$ cat config.mk
export PLATFORM = sky130hd
export DESIGN_NAME = dma_job_launcher
export DESIGN_NICKNAME = d
export VERILOG_FILES = /design/src/rtl/dma_job_launcher.sv
export SDC_FILE = /design/constraint.sdc
export NUM_CORES = 1
export LEC_CHECK = 0
export CAP_MARGIN = 20
export CORE_AREA = 2 2 235 237
export DETAILED_ROUTE_END_ITERATION = 10
export DIE_AREA = 0 0 237 239
export PLACE_DENSITY = 0.78
export SLEW_MARGIN = 30
export SYNTH_ARGS = -nofsm -noshare
export SYNTH_HDL_FRONTEND = slang
export SYNTH_SLANG_ARGS = --single-unit
$ cat constraint.sdc
create_clock -name clk_i -period 3.6 [get_ports clk_i]
set_input_delay 0.72 -clock clk_i [delete_from_list [all_inputs] [get_ports clk_i]]
set_output_delay 0.72 -clock clk_i [all_outputs]
set_load 0.03 [all_outputs]
$ cat src/rtl/dma_job_launcher.sv
// ============================================================================
// dma_job_launcher: programs the 2D iDMA register frontend for one job at a
// time, polls DONE_ID and returns a completion record.
// Optional feature macro: DMA_JOB_LAUNCHER_TIMEOUT_EN (bounded polling).
// Revision: 1.0
// ============================================================================
`default_nettype none

module dma_job_launcher #(
  parameter int unsigned          AddrWidth    = 64,
  parameter int unsigned          LenWidth     = 32,
  parameter logic [AddrWidth-1:0] RegBase      = '0,
  parameter int unsigned          PollInterval = 16,
  parameter int unsigned          MaxPolls     = 1024
) (
  input  logic                 clk_i,
  input  logic                 rst_ni,
  input  logic                 job_valid_i,
  output logic                 job_ready_o,
  input  logic [AddrWidth-1:0] job_src_i,
  input  logic [AddrWidth-1:0] job_dst_i,
  input  logic [LenWidth-1:0]  job_len_i,
  input  logic [7:0]           job_conf_i,
  input  logic [63:0]          job_src_stride_i,
  input  logic [63:0]          job_dst_stride_i,
  input  logic [63:0]          job_reps_i,
  output logic                 done_valid_o,
  input  logic                 done_ready_i,
  output logic [31:0]          done_id_o,
  output logic [1:0]           done_err_o,
  output logic                 reg_valid_o,
  output logic                 reg_write_o,
  output logic [AddrWidth-1:0] reg_addr_o,
  output logic [63:0]          reg_wdata_o,
  output logic [7:0]           reg_wstrb_o,
  input  logic                 reg_ready_i,
  input  logic [63:0]          reg_rdata_i,
  input  logic                 reg_error_i
);

  localparam int unsigned CntW = $clog2(PollInterval + 1);

  typedef enum logic [3:0] {
    ST_IDLE, ST_WR_CONF, ST_WR_SRC, ST_WR_DST, ST_WR_LEN, ST_WR_DST_STRIDE,
    ST_WR_SRC_STRIDE, ST_WR_REPS, ST_RD_NEXT, ST_WAIT, ST_RD_DONE, ST_RESP
  } state_e;

  state_e               state_q, state_d;
  logic [AddrWidth-1:0] src_q, src_d, dst_q, dst_d;
  logic [LenWidth-1:0]  len_q, len_d;
  logic [7:0]           conf_q, conf_d;
  logic [63:0]          sstr_q, sstr_d, dstr_q, dstr_d, reps_q, reps_d;
  logic [31:0]          id_q, id_d;
  logic [CntW-1:0]      cnt_q, cnt_d;
  logic                 job_ready_q, job_ready_d;
  logic                 done_valid_q, done_valid_d;
  logic [31:0]          done_id_q, done_id_d;
  logic [1:0]           done_err_q, done_err_d;
  logic                 reg_valid_q, reg_valid_d, reg_write_q, reg_write_d;
  logic [AddrWidth-1:0] reg_addr_q, reg_addr_d;
  logic [63:0]          reg_wdata_q, reg_wdata_d;
  logic [7:0]           reg_wstrb_q, reg_wstrb_d, off;
  logic                 acc;
  logic [31:0]          diff;
`ifdef DMA_JOB_LAUNCHER_TIMEOUT_EN
  logic [15:0]          poll_q, poll_d;
`else
  logic                 unused_maxpolls;
  assign unused_maxpolls = (MaxPolls == 0);
`endif
  logic                 unused_rdata;
  assign unused_rdata = ^reg_rdata_i[63:32];

  assign acc  = reg_valid_q & reg_ready_i;
  // Serial-number comparison so DONE_ID wrapping past 2^32 still retires the job.
  assign diff = reg_rdata_i[31:0] - id_q;

  always_comb begin
    state_d    = state_q;
    src_d      = src_q;
    dst_d      = dst_q;
    len_d      = len_q;
    conf_d     = conf_q;
    sstr_d     = sstr_q;
    dstr_d     = dstr_q;
    reps_d     = reps_q;
    id_d       = id_q;
    cnt_d      = cnt_q;
    done_err_d = done_err_q;
`ifdef DMA_JOB_LAUNCHER_TIMEOUT_EN
    poll_d     = poll_q;
`endif
    case (state_q)
      ST_IDLE: if (job_valid_i && job_ready_q) begin
        src_d   = job_src_i;
        dst_d   = job_dst_i;
        len_d   = job_len_i;
        conf_d  = job_conf_i;
        sstr_d  = job_src_stride_i;
        dstr_d  = job_dst_stride_i;
        reps_d  = job_reps_i;
        id_d    = '0;
        state_d = ST_WR_CONF;
      end
      ST_WR_CONF:       if (acc) state_d = ST_WR_SRC;
      ST_WR_SRC:        if (acc) state_d = ST_WR_DST;
      ST_WR_DST:        if (acc) state_d = ST_WR_LEN;
      ST_WR_LEN:        if (acc) state_d = conf_q[3] ? ST_WR_DST_STRIDE : ST_RD_NEXT;
      ST_WR_DST_STRIDE: if (acc) state_d = ST_WR_SRC_STRIDE;
      ST_WR_SRC_STRIDE: if (acc) state_d = ST_WR_REPS;
      ST_WR_REPS:       if (acc) state_d = ST_RD_NEXT;
      ST_RD_NEXT: if (acc) begin
        id_d  = reg_rdata_i[31:0];
        cnt_d = '0;
`ifdef DMA_JOB_LAUNCHER_TIMEOUT_EN
        poll_d = '0;
`endif
        if (reg_rdata_i[31:0] == 32'd0) begin
          state_d    = ST_RESP;
          done_err_d = 2'd2;
        end else begin
          state_d = ST_WAIT;
        end
      end
      ST_WAIT: begin
        if (cnt_q == CntW'(PollInterval - 1)) state_d = ST_RD_DONE;
        else                                  cnt_d   = cnt_q + 1'b1;
      end
      ST_RD_DONE: if (acc) begin
        cnt_d = '0;
        if (!diff[31]) begin
          state_d    = ST_RESP;
          done_err_d = 2'd0;
        end else begin
          state_d = ST_WAIT;
`ifdef DMA_JOB_LAUNCHER_TIMEOUT_EN
          poll_d = poll_q + 1'b1;
          if ({16'd0, poll_q} + 32'd1 >= 32'(MaxPolls)) begin
            state_d    = ST_RESP;
            done_err_d = 2'd3;
          end
`endif
        end
      end
      ST_RESP: if (done_ready_i) state_d = ST_IDLE;
      default: state_d = ST_IDLE;
    endcase

    if (acc && reg_error_i) begin
      state_d    = ST_RESP;
      done_err_d = 2'd1;
    end

    job_ready_d  = (state_d == ST_IDLE);
    done_valid_d = (state_d == ST_RESP);
    done_id_d    = (state_d == ST_RESP && state_q != ST_RESP) ? id_d : done_id_q;

    // Request fields follow the next state so they appear on the entry cycle.
    reg_valid_d = 1'b1;
    reg_write_d = 1'b1;
    reg_wdata_d = '0;
    off         = '0;
    case (state_d)
      ST_WR_CONF:       begin off = 8'h00; reg_wdata_d = {56'd0, conf_d}; end
      ST_WR_SRC:        begin off = 8'hD8; reg_wdata_d = 64'(src_d); end
      ST_WR_DST:        begin off = 8'hD0; reg_wdata_d = 64'(dst_d); end
      ST_WR_LEN:        begin off = 8'hE0; reg_wdata_d = 64'(len_d); end
      ST_WR_DST_STRIDE: begin off = 8'hE8; reg_wdata_d = dstr_d; end
      ST_WR_SRC_STRIDE: begin off = 8'hF0; reg_wdata_d = sstr_d; end
      ST_WR_REPS:       begin off = 8'hF8; reg_wdata_d = reps_d; end
      ST_RD_NEXT:       begin off = 8'h10; reg_write_d = 1'b0; end
      ST_RD_DONE:       begin off = 8'h18; reg_write_d = 1'b0; end
      default:          begin reg_valid_d = 1'b0; reg_write_d = 1'b0; end
    endcase
    reg_addr_d  = reg_valid_d ? RegBase + AddrWidth'(off) : '0;
    reg_wstrb_d = (reg_valid_d && reg_write_d) ? 8'hFF : 8'h00;
  end

  always_ff @(posedge clk_i) begin
    if (!rst_ni) begin
      state_q      <= ST_IDLE;
      src_q        <= '0;
      dst_q        <= '0;
      len_q        <= '0;
      conf_q       <= '0;
      sstr_q       <= '0;
      dstr_q       <= '0;
      reps_q       <= '0;
      id_q         <= '0;
      cnt_q        <= '0;
      job_ready_q  <= 1'b0;
      done_valid_q <= 1'b0;
      done_id_q    <= '0;
      done_err_q   <= '0;
      reg_valid_q  <= 1'b0;
      reg_write_q  <= 1'b0;
      reg_addr_q   <= '0;
      reg_wdata_q  <= '0;
      reg_wstrb_q  <= '0;
`ifdef DMA_JOB_LAUNCHER_TIMEOUT_EN
      poll_q       <= '0;
`endif
    end else begin
      state_q      <= state_d;
      src_q        <= src_d;
      dst_q        <= dst_d;
      len_q        <= len_d;
      conf_q       <= conf_d;
      sstr_q       <= sstr_d;
      dstr_q       <= dstr_d;
      reps_q       <= reps_d;
      id_q         <= id_d;
      cnt_q        <= cnt_d;
      job_ready_q  <= job_ready_d;
      done_valid_q <= done_valid_d;
      done_id_q    <= done_id_d;
      done_err_q   <= done_err_d;
      reg_valid_q  <= reg_valid_d;
      reg_write_q  <= reg_write_d;
      reg_addr_q   <= reg_addr_d;
      reg_wdata_q  <= reg_wdata_d;
      reg_wstrb_q  <= reg_wstrb_d;
`ifdef DMA_JOB_LAUNCHER_TIMEOUT_EN
      poll_q       <= poll_d;
`endif
    end
  end

  assign job_ready_o  = job_ready_q;
  assign done_valid_o = done_valid_q;
  assign done_id_o    = done_id_q;
  assign done_err_o   = done_err_q;
  assign reg_valid_o  = reg_valid_q;
  assign reg_write_o  = reg_write_q;
  assign reg_addr_o   = reg_addr_q;
  assign reg_wdata_o  = reg_wdata_q;
  assign reg_wstrb_o  = reg_wstrb_q;

endmodule

`default_nettype wire

==> flow_summary.yaml <==
floorplanning:
  coreArea_mm2: 0.0543
  io_pins: 604
  initial_core_util_pct: 41.8
  die_area_mm2: 0.0566
  rows: 86
  fp.dieW_um: 237
  die_h_um: 239
timing:
  min_period_ps: 3150
  slew_violations: 0
  slew_headroom_pct: 46.1
  tns_ps: 0
  rsz0062_at_grt: "no"
  finalSetupViolations: 0
  final.period_utilization_pct: 87.6
  hold_violations: 0
  worst_hold_slack_ps: 462
  skew_ps: 17.3
  worst_slew_pin_slew_ps: 805
  clock.fmax_mhz: 317
synth:
  synth.ff_latch_count: 508
  synth.avg_cell_area_um2: 8.28
  async_reset_ff_share_pct: 0
  ys_seq_area_share_pct: 44.8
  synth_cell_types: 53
  synthCells: 2745
  yosys_warnings: 0
  yosys_most_used_dff: "dfxtp_1"
  syn-cell-area_mm2: 0.0227
  synth_edf_count: 0
cells_and_area:
  final_common_cell: "nand2_1"
  n_fill_cell: 4936
  nNetsFinal: 3634
  final_cell_mix: "nand2_1, clkdlybuf4s50_1, dfxtp_1, a21boi_0, a21oi_1"
  areaGrowthSynthToFinish_pct: 33.3
  drive_above_1_share_pct: 6.29
detailed_routing:
  totalWireLength_mm: 70.8
  ant_nets: 0
  first_pass_iters: 5
  drc_errors: 0
  post_drt_via_cell_ratio: 5.17
  drt_iter0_drc: 1315
  dr_total_vias: 20400
  wl_per_cell_um: 18.0
worst_setup_path:
  cp_data_arrival_time_ps: 3630
  setup.worst_path.end_class: "register"
  crit_type: "in2reg"
  critPathMaxFanout: 24
  crit_slowest_cell: "clkdlybuf4s50_1"
  cp.required_ps: 4080
  cp_cell_sequence: "clkdlybuf4s50_1 > ha_1 > or2_2 > a311oi_1 > o21ai_1 > and2_1 > o31ai_2 > o311a_1 > buf_12 > mux2_2"
  worst_path_largest_cell_delay_ps: 460
  startpoint_type: "input port"
  ff2ff_path_depth: 12
grt:
  grt_start_max_net_pins: 175
  grt_use_total_pct: 23.9
  antenna_found_initial: 25
  grt_pass1_wl_mm: 107
  grt_pass1_vias: 19300
  grt-ovfl-total: 0
pwr:
  p_leak_nw: 10.7
  peakVddDrop_mv: 0.391
  p_per_area_mw_per_mm2: 587
  power_mw: 17.8
placement:
  place.gp.congestion: 0.882
  dpl.hpwl_mm: 48.8
  portBuffers: 512
cts:
  cts-hold-fix-buffers: 0
  cts.sinks: 508
  cts_buffer_depth: 3
  cts_max_level: 2
  cts_tree: "yes"
  clock-root-buffer: "clkbuf_16"
  cts_buffers: 55
  clkTransAtPathRegs_ps: 60
  clk_latency_ps: 600
  cts_resized: 0
  cts_setup_buffers: 0
run_status:
  outcome: "finished clean"
hold_path:
  hold_path_class: "reg2reg"
  hold_depth: 2
run:
  cap_violations: 0
==> stage by stage <==
step                      util (%)  instances  setup slack [ps]  area (um2)
final                         55.7       3937               448       30300
after global routing          55.7       3936               312       30300
after CTS                     55.6       3913               517       30200
after detailed placement      52.4       3819              -124       28500
after global placement        52.4       3819             -86.0       28500
after floorplan                  -       2803               536       22900
==> logic make-up (layout without fill, tap and decap cells) <==
group,after synthesis,in the layout,synth area share (%)
AOI/OAI and AO/OA,676,676,19.7
adders and majority gates,32,32,1.76
and+or+nand+nor,1057,1057,19.9
xor gates and xnor gates,2,2,0.0771
DFF,508,508,44.8
other,1,83,0.0165
buffers and inverters,315,721,6.75
muxes,154,154,6.96
==> synth_stat cells, types with 2 or more instances <==
master      n  area, um2
buf_1      10       37.5
nand2b_1    3       18.8
nor4_1     10       62.6
o22ai_1    64        400
and3_1      5       31.3
ha_1       32        400
dfxtp_1   508      10200
clkbuf_1  164        616
nor3b_1     8       60.1
o21ai_0    79        395
nand2_1   708       2660
a31oi_1     2       12.5
nand3_1    44        220
nor3_1     88        440
or3_1       2       12.5
nor2_1     75        282
a21boi_0  330       2480
o21a_1     26        195
and2_1     45        282
mux2i_1   122       1220
inv_1      35        131
a22oi_1    12       90.1
a21o_1      4       30.0
a21oi_1   135        676
buf_4      68        510
nand4_1     8       50.1
a211oi_1   11       82.6
nor2b_1    54        338
buf_6       8       90.1
mux2_2     32        360
o21ai_1     3       15.0
buf_2      29        145
==> state kept, by name, summed over array words and instances (netlist names), 2 cells and up <==
signal / cells
done_id_o: 32
dstr_q: 64
id_q: 32
sstr_q: 64
state_q: 4
conf_q: 8
cnt_q: 5
reg_addr_o: 4
len_q: 32
src_q: 64
reps_q: 64
dst_q: 64
done_err_o: 2
reg_wdata_o: 64
==> critical path, delay by kind of cell <==
family,cells,cell delay [ps]
compound gates,4,1040
buf+inv,2,670
fa+ha+maj,1,340
mux,1,360
simple gates,2,480
==> final timing paths <==
kind / startpoint / end / slack [ps]
min: len_q[15] / len_q[15] / 460
max: reg_rdata_i[11] / done_id_o[0] / 450
max reg2reg: cnt_q[0] / reg_wdata_o[5] / 570
min reg2reg: len_q[15] / len_q[15] / 460
==> power by group <==
part / internal, mW / switching (mW)
logic: 2.22 / 3.40
registers: 6.27 / 0.335
clock network: 3.26 / 2.31
total: 11.7 / 6.04
==> per-layer routing <==
metal,GRT usage [%],part of all wire [%],routed length (um),vias up
li1,-,-,-,10000
met1,29.5,42,29400,9547
met2,39.1,47,33500,618
met3,4.56,6.2,4410,176
met4,14.0,4.8,3410,2
met5,0,0.014,10,-
==> layout make-up <==
type	instances	area (um2)	area share, %
multi-input cells	1980	11300	37.2
inverters	36	135	0.446
clock buffers	80	1550	5.12
repair buffers	591	6020	19.9
diodes	24	60.1	0.198
flip-flops and latches	508	10200	33.6
clock inverters	14	198	0.653
well taps	704	881	2.91
No activity file was read; power rests on OpenSTA's default activity.
==> RTL edit: new RTL, same flow settings <==
Make the reset (`rst_ni`) asynchronous in one clocked block.
--- a/src/rtl/dma_job_launcher.sv
+++ b/src/rtl/dma_job_launcher.sv
@@ -176,7 +176,7 @@
     reg_wstrb_d = (reg_valid_d && reg_write_d) ? 8'hFF : 8'h00;
   end
 
-  always_ff @(posedge clk_i) begin
+  always_ff @(posedge clk_i or negedge rst_ni) begin
     if (!rst_ni) begin
       state_q      <= ST_IDLE;
       src_q        <= '0;
Check against the original RTL: differs if rst_ni is asserted again (counterexample within 4 cycles, from zero or initial values and one cycle with rst_ni low); with rst_ni held inactive, the same outputs for 4 cycles.
==> RTL edit against the unedited design <==
Wire length rose by 4.4%. Setup slack worse by 0.31 ns. Design area up 1.9%. Sequential share of layout area up 7.6 points. Sequential cell count stayed put. Clock power increased by 1%. Synthesized cell count is 12% lower. Power up 29%. Synthesized area decreased by 1.4%. Register-to-register slack worse by 0.43 ns. Count of clock-buffer cells in the layout decreased by 2. Critical path type is now reg2reg. Critical endpoint is now done_id_o[18].
==> RTL edit: results (changes against the unedited design) <==
* Outcome: complete, no violations
* HPWL after DPL at 53.0 mm (+8.5%)
* Synth cell count leaders: nand2_1, dfrtp_1, a21oi_1
* Pre-CTS setup slack at -0.374 ns (-0.250 ns)
* Antenna violations before repair at 16 (-36%)
* ClkCell Share at 0.0579 (+0.000163)
* Non-clk bufs at 657 (+11%)
* Synth area leaders: dfrtp_1, nand2_1, a21oi_1, buf_4, ha_1
* Total leakage power at 15.3 nW (+42%)
* Placer Congestion at 0.869 (-1.5%)
* CP peak stage delay at 0.41 ns (-0.05 ns)
* Sw frac at 0.368 (+0.0281)
* Slowest CP cell: dfrtp_1
* Fillers at 4,685 (-5.1%)
* Final WL at 73.9 mm (+4.4%)
* Clk_buf instances at 78 (-2.5%)
* Final Util at 0.568 (+0.0104)
* GR Util met3 at 0.0647 (+0.0191)
* Worst-path fanout max at 32 (+33%)
* M2 GR Usage at 0.422 (+0.0307)
* Top delay family on crit path: simple AND/OR/NAND/NOR gates
* Met1 usage at 0.324 (+0.0287)
* First-pass GRT wire length at 111 mm (+3.7%)
* DRT iter0 DRCs at 1,457 (+11%)
* Tot GR Track Use at 0.256 (+0.0163)
* Antenna Diode Count at 8 (-67%)
* Netlist cell types at 58 (+9.4%)
* Sequential area share after synthesis at 0.567 (+0.120)
* Reg-to-reg endpoint: done_id_o[18]
* Largest net degree at the start of global routing at 119 (-32%)
* Drt via density at 5.16 (-0.18%)
* Power Clock at 5.63 mW (+1%)
* Power per Cell Area at 742 nW/um^2 (+26%)
* Share of cells above drive strength 1 at 0.0930 (+0.0301)
RTL edit: cell types whose count changed in the layout (fill, tap and decap cells not counted), moves of 30 or more:
| cell | unedited run | this run |
|---|---|---|
| a21boi_0 | 330 | 0 |
| a22o_1 | 0 | 33 |
| a22oi_1 | 12 | 50 |
| and2_1 | 44 | 5 |
| buf_4 | 55 | 115 |
| dfrtp_1 | 0 | 508 |
| dfxtp_1 | 508 | 0 |
| mux2_1 | 0 | 30 |
| mux2i_1 | 122 | 1 |
| nand2_1 | 708 | 1025 |
| nor2_1 | 75 | 26 |
| nor2b_1 | 54 | 3 |
| nor3_1 | 87 | 3 |
| o22ai_1 | 64 | 1 |
RTL edit: kinds of logic (layout without fill, tap and decap cells):
kind of cell	Yosys count	after routing	synth area share
and+or+nand+nor	1157	1157	0.204
DFF	508	508	0.567
AOI/OAI and AO/OA	403	403	0.123
xor gates and xnor gates	2	2	0.000782
muxes	59	59	0.0296
adders and majority gates	32	32	0.0179
buffers and inverters	250	790	0.0571
other	1	67	0.000167
